===== config.mk =====
export PLATFORM = sky130hd
export DESIGN_NAME = cpu_controller
export DESIGN_NICKNAME = d
export VERILOG_FILES = /design/src/rtl/cpu_pkg.sv /design/src/rtl/program_counter.sv /design/src/rtl/cpu_controller.sv
export SDC_FILE = /design/constraint.sdc
export NUM_CORES = 1
export LEC_CHECK = 0
export CAP_MARGIN = 5
export CELL_PAD_IN_SITES_DETAIL_PLACEMENT = 1
export CELL_PAD_IN_SITES_GLOBAL_PLACEMENT = 1
export CORE_ASPECT_RATIO = 0.7
export CORE_MARGIN = 2
export CORE_UTILIZATION = 24
export CTS_CLUSTER_DIAMETER = 120
export DETAILED_ROUTE_END_ITERATION = 12
export HOLD_SLACK_MARGIN = 0.03
export MAX_ROUTING_LAYER = met4
export PLACE_DENSITY = 0.83
export SLEW_MARGIN = 15
export SYNTH_ARGS = -nofsm -noshare
export SYNTH_HDL_FRONTEND = slang
export SYNTH_SLANG_ARGS = --single-unit

===== constraint.sdc =====
create_clock -name Clk -period 1.5 [get_ports Clk]
set_input_delay 0.3 -clock Clk [delete_from_list [all_inputs] [get_ports Clk]]
set_output_delay 0.3 -clock Clk [all_outputs]
set_load 0.05 [all_outputs]

===== src/rtl/cpu_pkg.sv =====
`default_nettype none
// ============================================================================
// Module   : cpu_pkg
// Brief    : Shared types and constants for the TCES330 control unit.
// Revision : 1.0
// ============================================================================
package cpu_pkg;

    typedef enum logic [3:0] {
        INIT   = 4'd0,
        FETCH  = 4'd1,
        DECODE = 4'd2,
        NOOP   = 4'd3,
        LOAD_A = 4'd4,
        LOAD_B = 4'd5,
        STORE  = 4'd6,
        ADD    = 4'd7,
        SUB    = 4'd8,
        HALT   = 4'd9
    } state_t;

    localparam logic [3:0] c_OP_NOOP  = 4'h0;
    localparam logic [3:0] c_OP_STORE = 4'h1;
    localparam logic [3:0] c_OP_LOAD  = 4'h2;
    localparam logic [3:0] c_OP_ADD   = 4'h3;
    localparam logic [3:0] c_OP_SUB   = 4'h4;
    localparam logic [3:0] c_OP_HALT  = 4'h5;

    localparam logic [2:0] c_ALU_PASS = 3'd0;
    localparam logic [2:0] c_ALU_ADD  = 3'd1;
    localparam logic [2:0] c_ALU_SUB  = 3'd2;

    localparam int c_OP_HI      = 15;
    localparam int c_OP_LO      = 12;
    localparam int c_RA_HI      = 11;
    localparam int c_RA_LO      = 8;
    localparam int c_RB_HI      = 7;
    localparam int c_RB_LO      = 4;
    localparam int c_RD_HI      = 3;
    localparam int c_RD_LO      = 0;
    localparam int c_ST_ADDR_HI = 7;
    localparam int c_ST_ADDR_LO = 0;
    localparam int c_LD_ADDR_HI = 11;
    localparam int c_LD_ADDR_LO = 4;

endpackage
`default_nettype wire


===== src/rtl/program_counter.sv =====
`default_nettype none
// ============================================================================
// Module   : program_counter
// Brief    : PC register, synchronous active-low clear, increment on FETCH.
// Revision : 1.0
// ============================================================================
module program_counter #(
    parameter int PC_W = 7
) (
    input  logic            Clk,
    input  logic            Reset_n,
    input  logic            inc_en,
    output logic [PC_W-1:0] pc
);

    logic [PC_W-1:0] r_pc;

    // Wraps silently from all-ones to zero.
    always_ff @(posedge Clk) begin
        if (!Reset_n) begin
            r_pc <= '0;
        end else if (inc_en) begin
            r_pc <= r_pc + {{(PC_W-1){1'b0}}, 1'b1};
        end
    end

    assign pc = r_pc;

endmodule
`default_nettype wire


===== src/rtl/cpu_controller.sv =====
`default_nettype none
// ============================================================================
// Module   : cpu_controller
// Brief    : Fetch/decode/sequence control unit for the TCES330 datapath.
//            Define CPU_ILLEGAL_OP_HALT_EN to halt on undefined opcodes.
// Revision : 1.0
// ============================================================================
module cpu_controller
    import cpu_pkg::*;
#(
    parameter int PC_W = 7
) (
    input  logic            Clk,
    input  logic            Reset_n,
    input  logic [15:0]     IM_Data,
    output logic [PC_W-1:0] IM_Addr,
    output logic [7:0]      D_Addr,
    output logic            D_wr,
    output logic            RF_s,
    output logic            RF_W_en,
    output logic [3:0]      RF_W_addr,
    output logic [3:0]      RF_Ra_addr,
    output logic [3:0]      RF_Rb_addr,
    output logic [2:0]      Alu_s0,
    output logic [15:0]     IR,
    output logic [3:0]      State
);

    state_t          r_state;
    state_t          w_next;
    logic [15:0]     r_ir;
    logic [3:0]      w_op;
    logic            w_fetch;
    logic [PC_W-1:0] w_pc;

    assign w_op    = r_ir[c_OP_HI:c_OP_LO];
    assign w_fetch = (r_state == FETCH);

    program_counter #(.PC_W(PC_W)) u_pc (
        .Clk     (Clk),
        .Reset_n (Reset_n),
        .inc_en  (w_fetch),
        .pc      (w_pc)
    );

    always_ff @(posedge Clk) begin
        if (!Reset_n) begin
            r_state <= INIT;
            r_ir    <= '0;
        end else begin
            r_state <= w_next;
            if (w_fetch) begin
                r_ir <= IM_Data;
            end
        end
    end

    always_comb begin
        w_next = r_state;
        case (r_state)
            INIT:   w_next = FETCH;
            FETCH:  w_next = DECODE;
            DECODE: begin
                case (w_op)
                    c_OP_NOOP:  w_next = NOOP;
                    c_OP_STORE: w_next = STORE;
                    c_OP_LOAD:  w_next = LOAD_A;
                    c_OP_ADD:   w_next = ADD;
                    c_OP_SUB:   w_next = SUB;
                    c_OP_HALT:  w_next = HALT;
`ifdef CPU_ILLEGAL_OP_HALT_EN
                    default:    w_next = HALT;
`else
                    default:    w_next = NOOP;
`endif
                endcase
            end
            LOAD_A: w_next = LOAD_B;
            NOOP, STORE, LOAD_B, ADD, SUB: w_next = FETCH;
            HALT:   w_next = HALT;
            default: w_next = INIT;
        endcase
    end

    // Addresses follow the IR fields in every state; enables follow the state.
    always_comb begin
        D_Addr     = '0;
        D_wr       = 1'b0;
        RF_s       = 1'b0;
        RF_W_en    = 1'b0;
        RF_W_addr  = '0;
        RF_Ra_addr = '0;
        RF_Rb_addr = '0;
        Alu_s0     = c_ALU_PASS;
        case (w_op)
            c_OP_STORE: begin
                RF_Ra_addr = r_ir[c_RA_HI:c_RA_LO];
                D_Addr     = r_ir[c_ST_ADDR_HI:c_ST_ADDR_LO];
            end
            c_OP_LOAD: begin
                D_Addr    = r_ir[c_LD_ADDR_HI:c_LD_ADDR_LO];
                RF_W_addr = r_ir[c_RD_HI:c_RD_LO];
            end
            c_OP_ADD, c_OP_SUB: begin
                RF_Ra_addr = r_ir[c_RA_HI:c_RA_LO];
                RF_Rb_addr = r_ir[c_RB_HI:c_RB_LO];
                RF_W_addr  = r_ir[c_RD_HI:c_RD_LO];
            end
            default: ;
        endcase
        case (r_state)
            LOAD_A: RF_s = 1'b1;
            LOAD_B: begin
                RF_s    = 1'b1;
                RF_W_en = 1'b1;
            end
            STORE:  D_wr = 1'b1;
            ADD: begin
                RF_W_en = 1'b1;
                Alu_s0  = c_ALU_ADD;
            end
            SUB: begin
                RF_W_en = 1'b1;
                Alu_s0  = c_ALU_SUB;
            end
            default: ;
        endcase
    end

    assign IM_Addr = w_pc;
    assign IR      = r_ir;
    assign State   = r_state;

endmodule
`default_nettype wire

### After elaboration in Yosys (flattened, before gate mapping)

Index checks and enable logic that the tools add are counted.
Widths: inputs -> output; s select.

* bits in latches: 0
* logic and storage cells: 35
* memory bits (writable): 0
* memories: 0
* bits in registers: 27
* ROM bits: 0

* bitwise gates (word level): 0
* shift-type cells: 0
* mux-type cells: 10
* $mul: 0
* equal/unequal tests: 14
* magnitude comparators: 0
* reduce and logical (&&, ||, !) cells: 7
* divide/modulo/power cells: 0
* add/sub/neg operators: 1

Operators with widths (count)
* $pmux 4 s5: 2
* $eq 4x3->1 const B: 6
* $eq 4x2->1 const B: 4
* $pmux 8 s2: 1
* $mux 4: 3
* $reduce_or 3->1: 3
* $eq 4x1->1 const B: 2
* $eq 4x4->1 const B: 2
* $add 7x1->7 const B: 1
* $reduce_or 6->1: 1
* $logic_not 4->1: 1
* $pmux 2 s2: 1
* $reduce_or 2->1: 2
* $mux 1: 3

### Depth between registers and ports, before layout

Gate-level depths: netlist of run 1.

* depth after elaboration: 3
* depth in mapped cells: 6

### Hierarchy

A second synthesis of run 1 with hierarchy kept.

* cells, all modules: 182
* area total of the unflattened synthesis: 1483.9 µm²

By module, submodules not included
* cpu_controller: sequential area each 400.4 µm², times used 1, area each 1193.6 µm², cells an instance 153
* program_counter: sequential area each 140.1 µm², times used 1, area each 290.3 µm², cells an instance 29

### Worst setup path after synthesis of run 1

Ideal clock, no wire load.

* kind: register to output
* start point: reg r_state[3] (netlist: State[3])
* end point: out RF_W_en
* data required time: 1.200 ns
* path slack: -1.754 ns
* stages on the path, launching flop included: 4
* arrival: 2.954 ns
* cell sequence: dfxtp_1 -> buf_6 -> nor4b_1 -> a21o_1

* cells in the longest elaborated chain, start to end: 3

Ends and longest elaborated chain
* start, declared: line cpu_controller.sv:29 `state_t r_state;`
* start signal, assigned: line cpu_controller.sv:51 `r_state <= w_next;`
* $eq 4x4->1 / $eq 4x3->1 (equally long branches): line cpu_controller.sv:111 `case (r_state)`
* $reduce_or 3->1 (no line) (*)
* $mux 1 (*): line cpu_controller.sv:111
* end, declared: line cpu_controller.sv:20 `output logic RF_W_en,`

Every way passes the cells marked *; elsewhere a longest branch is shown, timed or not.

### Final worst setup path of run 1

* start point: reg r_ir[12] (netlist: IR[12])
* end point: out RF_Ra_addr[3]

* cells in the longest elaborated chain, start to end: 3

Ends and longest elaborated chain
* start, declared: line cpu_controller.sv:31 `logic [15:0] r_ir;`
* start signal, assigned: line cpu_controller.sv:53 `r_ir <= IM_Data;`
* $eq 4x2->1 (tied with other cells): line cpu_controller.sv:95 `case (w_op)`
* $reduce_or 3->1 (no line) (*)
* $mux 4 (*): line cpu_controller.sv:95
* end, declared: line cpu_controller.sv:22 `output logic [3:0] RF_Ra_addr,`

Marks and branches as above.

==> results of run 1 <==
## layout make-up
cell class / count / area (um2)
sequential: 27 / 569
multi-input combinational: 141 / 1350
inverter: 2 / 7.51
clock buffer: 3 / 41.3
timing repair buffer: 113 / 1730
tap: 75 / 93.8
fill: 530 / 1900
clock inverter: 1 / 5.00
## where the power goes
part | switching [W] | leakage, nW | internal, W
Combinational | 0.00138 | 1.19 | 0.00120
Sequential | 0.000177 | 0.226 | 0.000817
Clock | 0.000248 | 0.0255 | 0.000187
## cells in the final DEF (no fill, tap or decap), types with 6 or more instances in the layout
master	count
sky130_fd_sc_hd__buf_6	8
sky130_fd_sc_hd__a22oi_2	8
sky130_fd_sc_hd__nor2_4	8
sky130_fd_sc_hd__nand2_1	19
sky130_fd_sc_hd__nand2b_1	6
sky130_fd_sc_hd__buf_12	59
sky130_fd_sc_hd__nand2_4	16
sky130_fd_sc_hd__and2_4	12
sky130_fd_sc_hd__a21oi_2	19
sky130_fd_sc_hd__buf_4	23
sky130_fd_sc_hd__dfxtp_1	18
sky130_fd_sc_hd__clkdlybuf4s50_1	17
sky130_fd_sc_hd__dfxtp_4	7
## worst max path at each step
stage	startpoint	end	slack (ps)	depth (start not counted)
floorplan	State[1]	RF_W_en	-310	3
global placement	IR[12]	RF_W_addr[0]	-50	4
detailed placement	IR[12]	RF_W_addr[2]	-120	4
CTS	IR[14]	RF_W_addr[2]	-430	4
global route	IR[12]	RF_Ra_addr[3]	-490	4
finish	IR[12]	RF_Ra_addr[3]	-460	4
## sequential cells by signal, indices dropped and copies added, names as in the netlist
| register | cells |
|---|---|
| IR | 16 |
| State | 4 |
| u_pc.pc | 7 |
## what timing repair did
| item | CTS | global route |
|---|---|---|
| buffers inserted | 10 | 8 |
| setup endpoints to repair | 47 | 53 |
| resized for setup | 50 | 63 |
| cloned | 3 | 2 |
| pin swaps | 15 | 24 |
| hold endpoints to repair | 0 | 0 |
## kinds of logic after synthesis
kind of cell | Yosys count | share of synthesized area [%]
simple gates | 90 | 33.9
compound gates | 47 | 20.0
flops | 27 | 38.3
buf+inv | 16 | 5.41
xor+xnor | 2 | 1.24
fa+ha+maj | 1 | 0.887
other cells | 1 | 0.266
## metal layers
| layer | track usage [%] | vias to the layer above | part of all wire [%] |
|---|---|---|---|
| li1 | - | 844 | - |
| met2 | 45.5 | 64 | 50 |
| met4 | 6.96 | 0 | 1.9 |
| met1 | 28.6 | 957 | 42 |
| met3 | 6.50 | 16 | 5.8 |
| met5 | - | - | 0 |
## per-stage QoR
stage               cells  setup TNS (ps)  power, W  hold slack [ps]  area, um2
CTS                   353           -7950   0.00357              511       3480
detailed placement    337           -1900   0.00277              498       3080
global route          362          -12870   0.00414              581       3800
global placement      337            -510   0.00269              483       3080
floorplan             184           -4190   0.00198              413       1730
finish                362          -10760   0.00402              566       3800
## worst reg2reg max path, cell delays in order (launching register included)
cell	delay (ps)
sky130_fd_sc_hd__dfxtp_4	370
sky130_fd_sc_hd__buf_12	140
sky130_fd_sc_hd__buf_4	140
sky130_fd_sc_hd__nor4b_4	380
sky130_fd_sc_hd__buf_4	270
sky130_fd_sc_hd__nand2_1	120
sky130_fd_sc_hd__a21oi_2	200
==> results_tabular.tex, run 1 <==
\begin{tabular}{lr}
\hline
Metric & Value \\
\hline
\multicolumn{2}{l}{\textbf{Synthesis}} \\
Number of warnings printed during yosys synthesis & 0 \\
Top cells by instance count after synthesis & sky130\_fd\_sc\_hd\_\_nand2\_1, sky130\_fd\_sc\_hd\_\_dfxtp\_1, sky130\_fd\_sc\_hd\_\_a21oi\_1, sky130\_fd\_sc\_hd\_\_and2\_1, sky130\_fd\_sc\_hd\_\_nor2\_1 \\
Commonest register cell after synthesis & sky130\_fd\_sc\_hd\_\_dfxtp\_1 \\
Netlist area before placement & 0.00141 mm2 \\
Dominant cell by count in the synthesized netlist & sky130\_fd\_sc\_hd\_\_nand2\_1 \\
Share of the yosys chip area belonging to registers & 38.3\% \\
Register bit count reported by yosys & 27 \\
Library cells used by synthesis & 33 \\
Net count after synthesis & 203 \\
Avg Synthesized Cell Area & 7.66 um2 \\
Largest cells by area after synthesis & sky130\_fd\_sc\_hd\_\_dfxtp\_1, sky130\_fd\_sc\_hd\_\_nand2\_1, sky130\_fd\_sc\_hd\_\_a21oi\_1, sky130\_fd\_sc\_hd\_\_and2\_1, sky130\_fd\_sc\_hd\_\_a22oi\_1 \\
Count of flip-flops with a built-in enable after synthesis & 0 \\
Fraction of registers with async set/reset & 0\% \\
Post-synthesis cell count & 184 \\
Leading area contributor after synthesis & sky130\_fd\_sc\_hd\_\_dfxtp\_1 \\
Area fraction of the dominant cell type after synthesis & 38.3\% \\
\multicolumn{2}{l}{\textbf{Layout}} \\
Diodes inserted & 0 \\
Core utilization of the finished layout & 66.6\% \\
Area overhead of the layout relative to synthesis & 169\% \\
Share of final-layout standard cells stronger than drive strength 1 & 71.1\% \\
Final layout net count & 307 \\
\multicolumn{2}{l}{\textbf{Global route}} \\
Congestion Overflow GR & 0 \\
Global-route total usage across every layer & 25.5\% \\
Wire length of the first global-routing pass & 11.7 mm \\
Vias in the first global route & 2,009 \\
Largest net degree at the start of global routing & 19 \\
Initial antenna violation count & 0 \\
\multicolumn{2}{l}{\textbf{Floorplanning}} \\
Area enclosed by the die boundary & 0.00651 mm2 \\
Std cell rows & 23 \\
Chip Width & 95.6 um \\
I/O pin total & 71 \\
Area inside the core boundary & 0.00570 mm2 \\
Effective utilization at floorplan & 24.7\% \\
Vertical extent of the die & 68.1 um \\
\multicolumn{2}{l}{\textbf{Place}} \\
Final Wtd Congestion & 0.817 \\
Detail Placement HPWL & 4.99 mm \\
Port buffer count & 69 \\
Worst setup slack before clock tree synthesis & -122 ps \\
\multicolumn{2}{l}{\textbf{Critical path}} \\
Critical path class & flip-flop to primary output \\
Delay-heaviest family, CP & simple AND/OR/NAND/NOR gates \\
Startpoint class of the critical path & flip-flop \\
Chain of cells forming the critical path & or3b\_4, a21oi\_4, and2\_4, buf\_12 \\
Critical path data required time & 1200 ps \\
Worst r2r src & State[3] \\
Signal arrival time at the worst endpoint & 1660 ps \\
Library cell contributing the largest single delay on the critical path & sky130\_fd\_sc\_hd\_\_or3b\_4 \\
Number of cells traversed by the worst register-to-register path & 6 \\
Critical Path Max Stage Delay & 450 ps \\
Capturing point of the worst reg2reg path & IR[14] \\
Critical path fanouts, max & 4 \\
Element type at the critical path end & primary output \\
Setup slack on the worst flop-to-flop path & -190 ps \\
Sum of buffers and inverters on the critical path & 1 \\
\multicolumn{2}{l}{\textbf{Pwr}} \\
Leakage power total & 1.44 nW \\
P per Cell Area & 1060 mW/mm2 \\
IR drop worst, VDD & 0.630 mV \\
\multicolumn{2}{l}{\textbf{STA}} \\
Minimum clock period after layout & 1960 ps \\
Slew Viols, Final & 0 \\
Max Clock Freq & 510 MHz \\
Post-Route Skew & 4.64 ps \\
Final setup viols & 50 \\
Setup repair after global routing missed its margin & yes \\
Post-route fraction of the period consumed by the critical path & 131\% \\
Least setup slack across all paths after layout & -459 ps \\
Final Hold Fails & 0 \\
\multicolumn{2}{l}{\textbf{Clocking}} \\
Worst skew pair latency & 280 ps \\
Clock Sinks & 27 \\
TritonCTS clock tree & built \\
Bufs on Longest Clock Path & 2 \\
Number of clock buffers inserted by TritonCTS & 3 \\
Htree depth & 1 \\
Cts hold-fix bufs & 0 \\
Clk Tree Root Cell & sky130\_fd\_sc\_hd\_\_clkbuf\_8 \\
Reg clk slew, reported paths & 100 ps \\
\multicolumn{2}{l}{\textbf{Drt}} \\
Pre-Repair DR Iteration Count & 4 \\
Post-detailed-route via-to-cell ratio & 5.20 \\
DRC violation count after routing & 0 \\
Total detailed-routing wirelength & 9.52 mm \\
Count of routing violations after the opening detailed-route iteration & 97 \\
Detailed-route wire length per cell & 26.3 um \\
Count of nets left with antenna violations after detail routing & 0 \\
Total number of vias & 1,881 \\
\multicolumn{2}{l}{\textbf{Hold path}} \\
Hold Path Cell Cnt & 2 \\
Hold/Removal Path Class & flip-flop to flip-flop \\
Min-Delay Startpoint & u\_pc.pc[6] \\
Hold Crit Endpoint & u\_pc.pc[6] \\
\multicolumn{2}{l}{\textbf{Outcome}} \\
Result of the run & complete, but fails checks \\
Failing checks & negative setup slack \\
\multicolumn{2}{l}{\textbf{Flow run}} \\
\# Max-Cap Violations & 0 \\
\hline
\end{tabular}
(Power assumes the default switching activity.)
==> run 2: changes to the inputs <==
--- a/config.mk
+++ b/config.mk
@@ -5,6 +5,7 @@
 export SDC_FILE = /design/constraint.sdc
 export NUM_CORES = 1
 export LEC_CHECK = 0
+export ABC_AREA = 0
 export CAP_MARGIN = 5
 export CELL_PAD_IN_SITES_DETAIL_PLACEMENT = 1
 export CELL_PAD_IN_SITES_GLOBAL_PLACEMENT = 1
@@ -13,6 +14,7 @@
 export CORE_UTILIZATION = 24
 export CTS_CLUSTER_DIAMETER = 120
 export DETAILED_ROUTE_END_ITERATION = 12
+export GPL_TIMING_DRIVEN = 0
 export HOLD_SLACK_MARGIN = 0.03
 export MAX_ROUTING_LAYER = met4
 export PLACE_DENSITY = 0.83
==> run 2 against run 1 <==
Compared with the run above:
- the run still ends with negative setup slack left
- register-to-register slack worse by 20 ps
- setup slack improved by 1.6 ps
- routed wire length shrank 14%
- hold slack worse by 38 ps
- sequential share of layout area grew 2.2 points
- first-iteration DRC count decreased by 15%
- largest cell class is now multi-input combinational cells
- largest power group unchanged
==> results_tabular.tex, run 2 (synthesized netlist as in run 1, its figures left out) <==
\begin{tabular}{lr}
\hline
Metric & Value \\
\hline
\multicolumn{2}{l}{\textbf{Critical path}} \\
Critical path data required time & 1200 ps (about the same) \\
Critical path class & flip-flop to primary output \\
Startpoint class of the critical path & flip-flop \\
Signal arrival time at the worst endpoint & 1660 ps (about the same) \\
Element type at the critical path end & primary output \\
Critical path fanouts, max & 6 (+2) \\
\multicolumn{2}{l}{\textbf{Layout}} \\
Share of final-layout standard cells stronger than drive strength 1 & 70.3\% (-0.80 points) \\
Commonest cells after routing, fill and taps aside & sky130\_fd\_sc\_hd\_\_buf\_8, sky130\_fd\_sc\_hd\_\_dfxtp\_1, sky130\_fd\_sc\_hd\_\_a21oi\_2, sky130\_fd\_sc\_hd\_\_nand2\_1, sky130\_fd\_sc\_hd\_\_clkdlybuf4s50\_1 \\
Area overhead of the layout relative to synthesis & 136\% \\
Most common cell after layout, fill and taps aside & sky130\_fd\_sc\_hd\_\_buf\_8 \\
Multi-input gate area in the final layout & 0.00139 mm2 (+2.9\%) \\
Fillers & 584 (+10\%) \\
Register area & 572 um2 (+0.44\%) \\
Final Instance Area & 0.00333 mm2 (-12\%) \\
Diodes inserted & 0 (unchanged) \\
Final layout net count & 306 (-0.33\%) \\
Number of flip-flops in the largest register & 16 (unchanged) \\
Post-route insts no fill & 361 (-0.28\%) \\
\multicolumn{2}{l}{\textbf{Clocking}} \\
Number of clock buffers inserted by TritonCTS & 3 (unchanged) \\
Reg clk slew, reported paths & 110 ps (about the same) \\
TritonCTS clock tree & built \\
Cts hold-fix bufs & 0 (unchanged) \\
Clk Tree Root Cell & sky130\_fd\_sc\_hd\_\_clkbuf\_8 \\
Worst skew pair latency & 280 ps (about the same) \\
Clock Sinks & 27 (unchanged) \\
Htree depth & 1 (unchanged) \\
Bufs on Longest Clock Path & 2 (unchanged) \\
\multicolumn{2}{l}{\textbf{Global route}} \\
GR Layer Usage met2 & 39.0\% (-6.6 points) \\
Largest net degree at the start of global routing & 17 (-2) \\
Vias in the first global route & 1,806 (-10\%) \\
Congestion Overflow GR & 0 (unchanged) \\
Initial antenna violation count & 0 (unchanged) \\
Layer carrying the most global-route usage & met2 \\
Global-route total usage across every layer & 21.6\% (-3.9 points) \\
GR Layer Usage met1 & 26.3\% (-2.4 points) \\
Routing usage on met3 & 2.31\% (-4.2 points) \\
Wire length of the first global-routing pass & 10.2 mm (-13\%) \\
\multicolumn{2}{l}{\textbf{Floorplanning}} \\
Chip Width & 95.6 um (unchanged) \\
I/O pin total & 71 (unchanged) \\
Vertical extent of the die & 68.1 um (unchanged) \\
Area inside the core boundary & 0.00570 mm2 (unchanged) \\
Effective utilization at floorplan & 24.7\% (unchanged) \\
Std cell rows & 23 (unchanged) \\
Area enclosed by the die boundary & 0.00651 mm2 (unchanged) \\
\multicolumn{2}{l}{\textbf{STA}} \\
Post-Route Hold Slack & 528 ps (-37.8 ps) \\
Post-route fraction of the period consumed by the critical path & 131\% (about the same) \\
Final Hold Fails & 0 (unchanged) \\
Post-Route Skew & 3.46 ps (-1.18 ps) \\
Worst Max-Slew Pin Slew & 517 ps \\
Max Clock Freq & 511 MHz (about the same) \\
Setup repair after global routing missed its margin & yes \\
Final setup viols & 53 (+6.0\%) \\
Least setup slack across all paths after layout & -458 ps (+1.63 ps) \\
Slew Viols, Final & 0 (unchanged) \\
Minimum clock period after layout & 1960 ps (-1.63 ps) \\
Slew margin rel. & 65.5\% \\
\multicolumn{2}{l}{\textbf{Pwr}} \\
IR drop worst, VDD & 0.731 mV (+16\%) \\
P per Cell Area & 1080 mW/mm2 (+2.1\%) \\
Portion of total power attributed to the clock network & 13.1\% (+2.3 points) \\
Combinational Power Share & 59.4\% (-5.0 points) \\
Switching power as a share of total power & 47.6\% (+2.5 points) \\
Cell-internal power & 0.00189 W (-15\%) \\
Leakage power total & 1.32 nW (-8.7\%) \\
Net switching power figure & 0.00171 W (-5.3\%) \\
Sequential share of power & 27.5\% (+2.7 points) \\
\multicolumn{2}{l}{\textbf{Drt}} \\
DRC violation count after routing & 0 (unchanged) \\
Total detailed-routing wirelength & 8.21 mm (-14\%) \\
Total number of vias & 1,832 (-2.6\%) \\
Post-detailed-route via-to-cell ratio & 5.07 (-2.3\%) \\
Count of routing violations after the opening detailed-route iteration & 82 (-15\%) \\
Count of nets left with antenna violations after detail routing & 0 (unchanged) \\
Pre-Repair DR Iteration Count & 4 (unchanged) \\
Detailed-route wire length per cell & 22.7 um (-14\%) \\
\multicolumn{2}{l}{\textbf{Place}} \\
Worst setup slack before clock tree synthesis & -809 ps (-687 ps) \\
Final Wtd Congestion & 0.756 (-7.5\%) \\
Port buffer count & 69 (unchanged) \\
Placed Cells incl. Taps & 328 (-2.7\%) \\
Post-Place Cell Area & 0.00252 mm2 (-18\%) \\
Detail Placement HPWL & 4.11 mm (-18\%) \\
\multicolumn{2}{l}{\textbf{Outcome}} \\
Result of the run & complete, but fails checks \\
Failing checks & negative setup slack \\
\multicolumn{2}{l}{\textbf{Flow run}} \\
\# Max-Cap Violations & 0 (unchanged) \\
\multicolumn{2}{l}{\textbf{Hold path}} \\
Hold/Removal Path Class & flip-flop to flip-flop \\
\hline
\end{tabular}
run 2: power groups by stage:
| stage | Combinational [W] | Clock [W] | Sequential, W |
|---|---|---|---|
| floorplan | 0.000710 | 0 | 0.00127 |
| global placement | 0.00139 | 0 | 0.000990 |
| detailed placement | 0.00142 | 0 | 0.000999 |
| CTS | 0.00171 | 0.000432 | 0.000956 |
| global route | 0.00222 | 0.000497 | 0.000999 |
| finish | 0.00214 | 0.000472 | 0.000990 |
run 2: critical path, cell delays in order (launching register included):
cell                      delay [ps]
sky130_fd_sc_hd__dfxtp_4         390
sky130_fd_sc_hd__or3b_4          440
sky130_fd_sc_hd__a21oi_4         210
sky130_fd_sc_hd__and2_4          190
sky130_fd_sc_hd__buf_8           140
run 2: metrics by stage:
step                util [%]  TNS, ps  power, W
floorplan                  -    -4190   0.00198
finish                  58.5   -12810   0.00360
detailed placement      44.2   -23760   0.00242
global route            58.5   -14680   0.00372
global placement        44.2   -21650   0.00238
CTS                     52.4    -8840   0.00310
run 2: timing repair:
item                       CTS  global route
buffers inserted            16            11
gates cloned                 3             0
resized for setup          303           101
pin swaps                   17            22
setup endpoints to repair   76            58
run 2: routing by layer:
layer  vias up  share of wire (%)  wire length, um
li1        846                  -                -
met1       921                 45             3660
met2        57                 50             4120
met3         8                3.8              311
met4         0                1.4              116
met5         -                  0                0
run 2: layout make-up:
class                           count  area share [%]
Inverter                            2           0.225
Timing Repair Buffer               98            31.7
Multi-Input combinational cell    142            41.6
Clock inverter                      1           0.188
Buffer                             13            5.07
Tap cell                           75            2.82
Sequential cell                    27            17.2
Clock buffer                        3            1.24
run 2: worst paths after layout:
path,start,end,slack (ps),cells after the start
worst min-delay path,u_pc.pc[6],u_pc.pc[6],530,2
worst max-delay path,IR[12],RF_Rb_addr[1],-460,4
worst max register to register,State[1],u_pc.pc[4],-210,4
worst min register to register,u_pc.pc[6],u_pc.pc[6],530,2
==> run 3: changes to the inputs <==
--- a/config.mk
+++ b/config.mk
@@ -11,7 +11,7 @@
 export CELL_PAD_IN_SITES_GLOBAL_PLACEMENT = 1
 export CORE_ASPECT_RATIO = 0.7
 export CORE_MARGIN = 2
-export CORE_UTILIZATION = 24
+export CORE_UTILIZATION = 25
 export CTS_CLUSTER_DIAMETER = 120
 export DETAILED_ROUTE_END_ITERATION = 12
 export GPL_TIMING_DRIVEN = 0
@@ -21,4 +21,5 @@
 export SLEW_MARGIN = 15
 export SYNTH_ARGS = -nofsm -noshare
 export SYNTH_HDL_FRONTEND = slang
+export SYNTH_HIERARCHICAL = 1
 export SYNTH_SLANG_ARGS = --single-unit
==> constraint.sdc (replaced) <==
create_clock -name Clk -period 1.5 [get_ports Clk]
set_input_delay 0.15 -clock Clk [delete_from_list [all_inputs] [get_ports Clk]]
set_output_delay 0.15 -clock Clk [all_outputs]
set_load 0.05 [all_outputs]
==> run 3 against run 2 <==
Compared with the run above:
- register-to-register slack got worse by 70 ps
- the run still ends with negative setup slack left
- global-route usage decreased by 3.5 points
- count of clock-buffer cells in the layout increased by 1
- via count decreased by 9.2%
- setup slack improved by 52 ps
- highest routed layer unchanged
- flip-flop and latch count unchanged
==> results_tabular.tex, run 3 <==
\begin{tabular}{lr}
\hline
Metric & Value \\
\hline
\multicolumn{2}{l}{\textbf{Synthesis}} \\
Top cells by instance count after synthesis & sky130\_fd\_sc\_hd\_\_nand2\_1, sky130\_fd\_sc\_hd\_\_dfxtp\_1, sky130\_fd\_sc\_hd\_\_and2\_1, sky130\_fd\_sc\_hd\_\_nor2\_1, sky130\_fd\_sc\_hd\_\_a21boi\_2 \\
Net count after synthesis & 201 (-0.99\%) \\
Netlist area before placement & 0.00148 mm2 (+5.2\%) \\
Commonest register cell after synthesis & sky130\_fd\_sc\_hd\_\_dfxtp\_1 \\
Dominant cell by count in the synthesized netlist & sky130\_fd\_sc\_hd\_\_nand2\_1 \\
Avg Synthesized Cell Area & 8.15 um2 (+6.4\%) \\
Number of warnings printed during yosys synthesis & 6 (+6) \\
Library cells used by synthesis & 39 (+18\%) \\
Post-synthesis cell count & 182 (-1.1\%) \\
Count of flip-flops with a built-in enable after synthesis & 0 (unchanged) \\
Largest cells by area after synthesis & sky130\_fd\_sc\_hd\_\_dfxtp\_1, sky130\_fd\_sc\_hd\_\_nand2\_1, sky130\_fd\_sc\_hd\_\_a21boi\_2, sky130\_fd\_sc\_hd\_\_and2\_1, sky130\_fd\_sc\_hd\_\_a22oi\_1 \\
Fraction of registers with async set/reset & 0\% (unchanged) \\
Register bit count reported by yosys & 27 (unchanged) \\
Leading area contributor after synthesis & sky130\_fd\_sc\_hd\_\_dfxtp\_1 \\
Area fraction of the dominant cell type after synthesis & 36.4\% (-1.9 points) \\
Share of the yosys chip area belonging to registers & 36.4\% (-1.9 points) \\
\multicolumn{2}{l}{\textbf{STA}} \\
Post-route fraction of the period consumed by the critical path & 127\% (-3.5 points) \\
Worst Max-Slew Pin Slew & 514 ps (-2.69 ps) \\
Minimum clock period after layout & 1910 ps (-52.1 ps) \\
Slew Viols, Final & 0 (unchanged) \\
Slew margin rel. & 65.9\% (+0.37 points) \\
Post-Route Skew & 2.27 ps (-1.19 ps) \\
Least setup slack across all paths after layout & -406 ps (+52.1 ps) \\
Final setup viols & 38 (-28\%) \\
Setup repair after global routing missed its margin & yes \\
Max Clock Freq & 525 MHz (+2.7\%) \\
Final Hold Fails & 0 (unchanged) \\
\multicolumn{2}{l}{\textbf{Floorplanning}} \\
Std cell rows & 23 (unchanged) \\
Chip Width & 96.1 um (+0.49\%) \\
I/O pin total & 71 (unchanged) \\
Area enclosed by the die boundary & 0.00658 mm2 (+0.98\%) \\
Effective utilization at floorplan & 25.9\% (+1.2 points) \\
Area inside the core boundary & 0.00573 mm2 (+0.51\%) \\
Vertical extent of the die & 68.5 um (+0.48\%) \\
\multicolumn{2}{l}{\textbf{Layout}} \\
Number of flip-flops in the largest register & 16 (unchanged) \\
Most common cell after layout, fill and taps aside & sky130\_fd\_sc\_hd\_\_buf\_8 \\
Final Instance Area & 0.00308 mm2 (-7.7\%) \\
Post-route insts no fill & 355 (-1.7\%) \\
Final layout net count & 300 (-2.0\%) \\
Commonest cells after routing, fill and taps aside & sky130\_fd\_sc\_hd\_\_buf\_8, sky130\_fd\_sc\_hd\_\_dlygate4sd2\_1, sky130\_fd\_sc\_hd\_\_nand2\_1, sky130\_fd\_sc\_hd\_\_dfxtp\_1, sky130\_fd\_sc\_hd\_\_clkdlybuf4s50\_1 \\
Diodes inserted & 0 (unchanged) \\
Area overhead of the layout relative to synthesis & 107\% \\
Share of final-layout standard cells stronger than drive strength 1 & 52.5\% (-18 points) \\
\multicolumn{2}{l}{\textbf{Clocking}} \\
Number of clock buffers inserted by TritonCTS & 3 (unchanged) \\
TritonCTS clock tree & built \\
Worst skew pair latency & 270 ps (about the same) \\
Reg clk slew, reported paths & 100 ps (about the same) \\
Cts hold-fix bufs & 0 (unchanged) \\
Clk Tree Root Cell & sky130\_fd\_sc\_hd\_\_clkbuf\_8 \\
Htree depth & 1 (unchanged) \\
Bufs on Longest Clock Path & 2 (unchanged) \\
Clock Sinks & 27 (unchanged) \\
\multicolumn{2}{l}{\textbf{Pwr}} \\
Leakage power total & 1.30 nW (-1.4\%) \\
P per Cell Area & 836 mW/mm2 (-23\%) \\
IR drop worst, VDD & 0.640 mV (-12\%) \\
\multicolumn{2}{l}{\textbf{Place}} \\
Final Wtd Congestion & 0.727 (-3.8\%) \\
Post-Place Cell Area & 0.00247 mm2 (-1.9\%) \\
Placed Cells incl. Taps & 326 (-0.61\%) \\
Worst setup slack before clock tree synthesis & -753 ps (+56.4 ps) \\
Detail Placement HPWL & 3.67 mm (-11\%) \\
Port buffer count & 69 (unchanged) \\
\multicolumn{2}{l}{\textbf{Critical path}} \\
Worst r2r src & State[3] \\
Capturing point of the worst reg2reg path & u\_pc/pc[6] \\
Number of cells traversed by the worst register-to-register path & 6 (+2) \\
Critical path fanouts, max & 4 (-2) \\
Critical path data required time & 1350 ps (+150 ps) \\
Setup slack on the worst flop-to-flop path & -280 ps (-70 ps) \\
Critical path class & flip-flop to primary output \\
Signal arrival time at the worst endpoint & 1760 ps (+100 ps) \\
Startpoint class of the critical path & flip-flop \\
Element type at the critical path end & primary output \\
\multicolumn{2}{l}{\textbf{Drt}} \\
Detailed-route wire length per cell & 16.6 um (-27\%) \\
Total detailed-routing wirelength & 5.89 mm (-28\%) \\
Count of nets left with antenna violations after detail routing & 0 (unchanged) \\
Post-detailed-route via-to-cell ratio & 4.69 (-7.6\%) \\
Total number of vias & 1,664 (-9.2\%) \\
DRC violation count after routing & 0 (unchanged) \\
Pre-Repair DR Iteration Count & 4 (unchanged) \\
Count of routing violations after the opening detailed-route iteration & 44 (-46\%) \\
\multicolumn{2}{l}{\textbf{Outcome}} \\
Result of the run & complete, but fails checks \\
Failing checks & negative setup slack \\
\multicolumn{2}{l}{\textbf{Global route}} \\
Global-route total usage across every layer & 18.1\% (-3.5 points) \\
Largest net degree at the start of global routing & 15 (-2) \\
Initial antenna violation count & 0 (unchanged) \\
Vias in the first global route & 1,703 (-5.7\%) \\
Wire length of the first global-routing pass & 8.83 mm (-14\%) \\
Congestion Overflow GR & 0 (unchanged) \\
\multicolumn{2}{l}{\textbf{Hold path}} \\
Hold Path Cell Cnt & 3 (+1) \\
Min-Delay Startpoint & IM\_Data[12] \\
Hold/Removal Path Class & input port to flip-flop \\
Hold Crit Endpoint & IR[12] \\
\multicolumn{2}{l}{\textbf{Flow run}} \\
\# Max-Cap Violations & 0 (unchanged) \\
\hline
\end{tabular}
==> run 3: changes by cell type in the layout (fill, tap and decap cells not counted), moves of 9 or more <==
cell,before,now
sky130_fd_sc_hd__a21boi_2,0,10
sky130_fd_sc_hd__buf_2,9,0
sky130_fd_sc_hd__dlygate4sd2_1,5,22
sky130_fd_sc_hd__clkdlybuf4s15_2,10,1
sky130_fd_sc_hd__a21oi_2,18,1
==> run 3: kinds of logic after synthesis <==
kind of cell	Yosys count	share of synthesized area (%)
AOI/OAI and AO/OA	41	21.1
xor gates and xnor gates	5	2.95
adders and majority gates	1	0.843
buffers and inverters	16	6.49
DFF	27	36.4
muxes	1	0.675
other	1	0.253
and+or+nand+nor	90	31.3
==> run 3: what timing repair did <==
action,CTS,global route
resized for setup,275,38
pin swaps,22,29
endpoints found under the setup margin,70,53
setup buffers,20,11
cloned,2,0
==> run 3: how the worst max path moves through the flow <==
stage                  start       endpoint  slack [ps]
floorplan           State[3]     u_pc/pc[5]        -400
global placement      IR[13]   RF_W_addr[2]        -740
finish                IR[13]   RF_W_addr[3]        -410
global route          IR[13]   RF_W_addr[3]        -440
detailed placement    IR[13]   RF_W_addr[2]        -750
CTS                   IR[12]  RF_Ra_addr[1]        -410
==> run 3: area by class of cell <==
class | count | area [um2]
flip-flops and latches | 27 | 566
plain buffers | 9 | 106
well taps | 75 | 93.8
repair buffers | 99 | 1090
multi-input cells | 139 | 1150
clock buffers | 4 | 45.0
inverters | 2 | 22.5
fillers | 623 | 2650
==> run 3: power breakdown <==
group	switching [W]	total (W)	internal (W)
combinational	0.000710	0.00127	0.000562
clock	0.000233	0.000423	0.000190
sequential	0.0000955	0.000876	0.000781
total	0.00104	0.00257	0.00153
==> run 3: per-stage QoR <==
stage          power [W]  hold WS (ps)  TNS [ps]  util (%)
3_3_place_gp     0.00181           477    -16620      43.1
4_1_cts          0.00251           408    -10420      51.4
3_5_place_dp     0.00183           499    -17330      43.1
5_1_grt          0.00268           417    -10870      53.7
2_1_floorplan    0.00152           277     -3270         -
6_report         0.00257           409     -9200      53.7
==> run 3: metal layers <==
layer  part of all wire [%]  up-vias  global-route usage (%)
li1                       -      805                       -
met1                     45      812                    22.7
met2                     49       45                    31.6
met3                    5.6        2                    3.41
met4                   0.20        0                    1.61
met5                      0        -                       -
==> run 3: worst max-delay path, stage by stage, from the launching register on <==
cell and delay (ps):
sky130_fd_sc_hd__dfxtp_4 360, sky130_fd_sc_hd__buf_8 120, sky130_fd_sc_hd__or3b_4 440, sky130_fd_sc_hd__a21oi_4 230
sky130_fd_sc_hd__and2_4 190, sky130_fd_sc_hd__buf_8 140
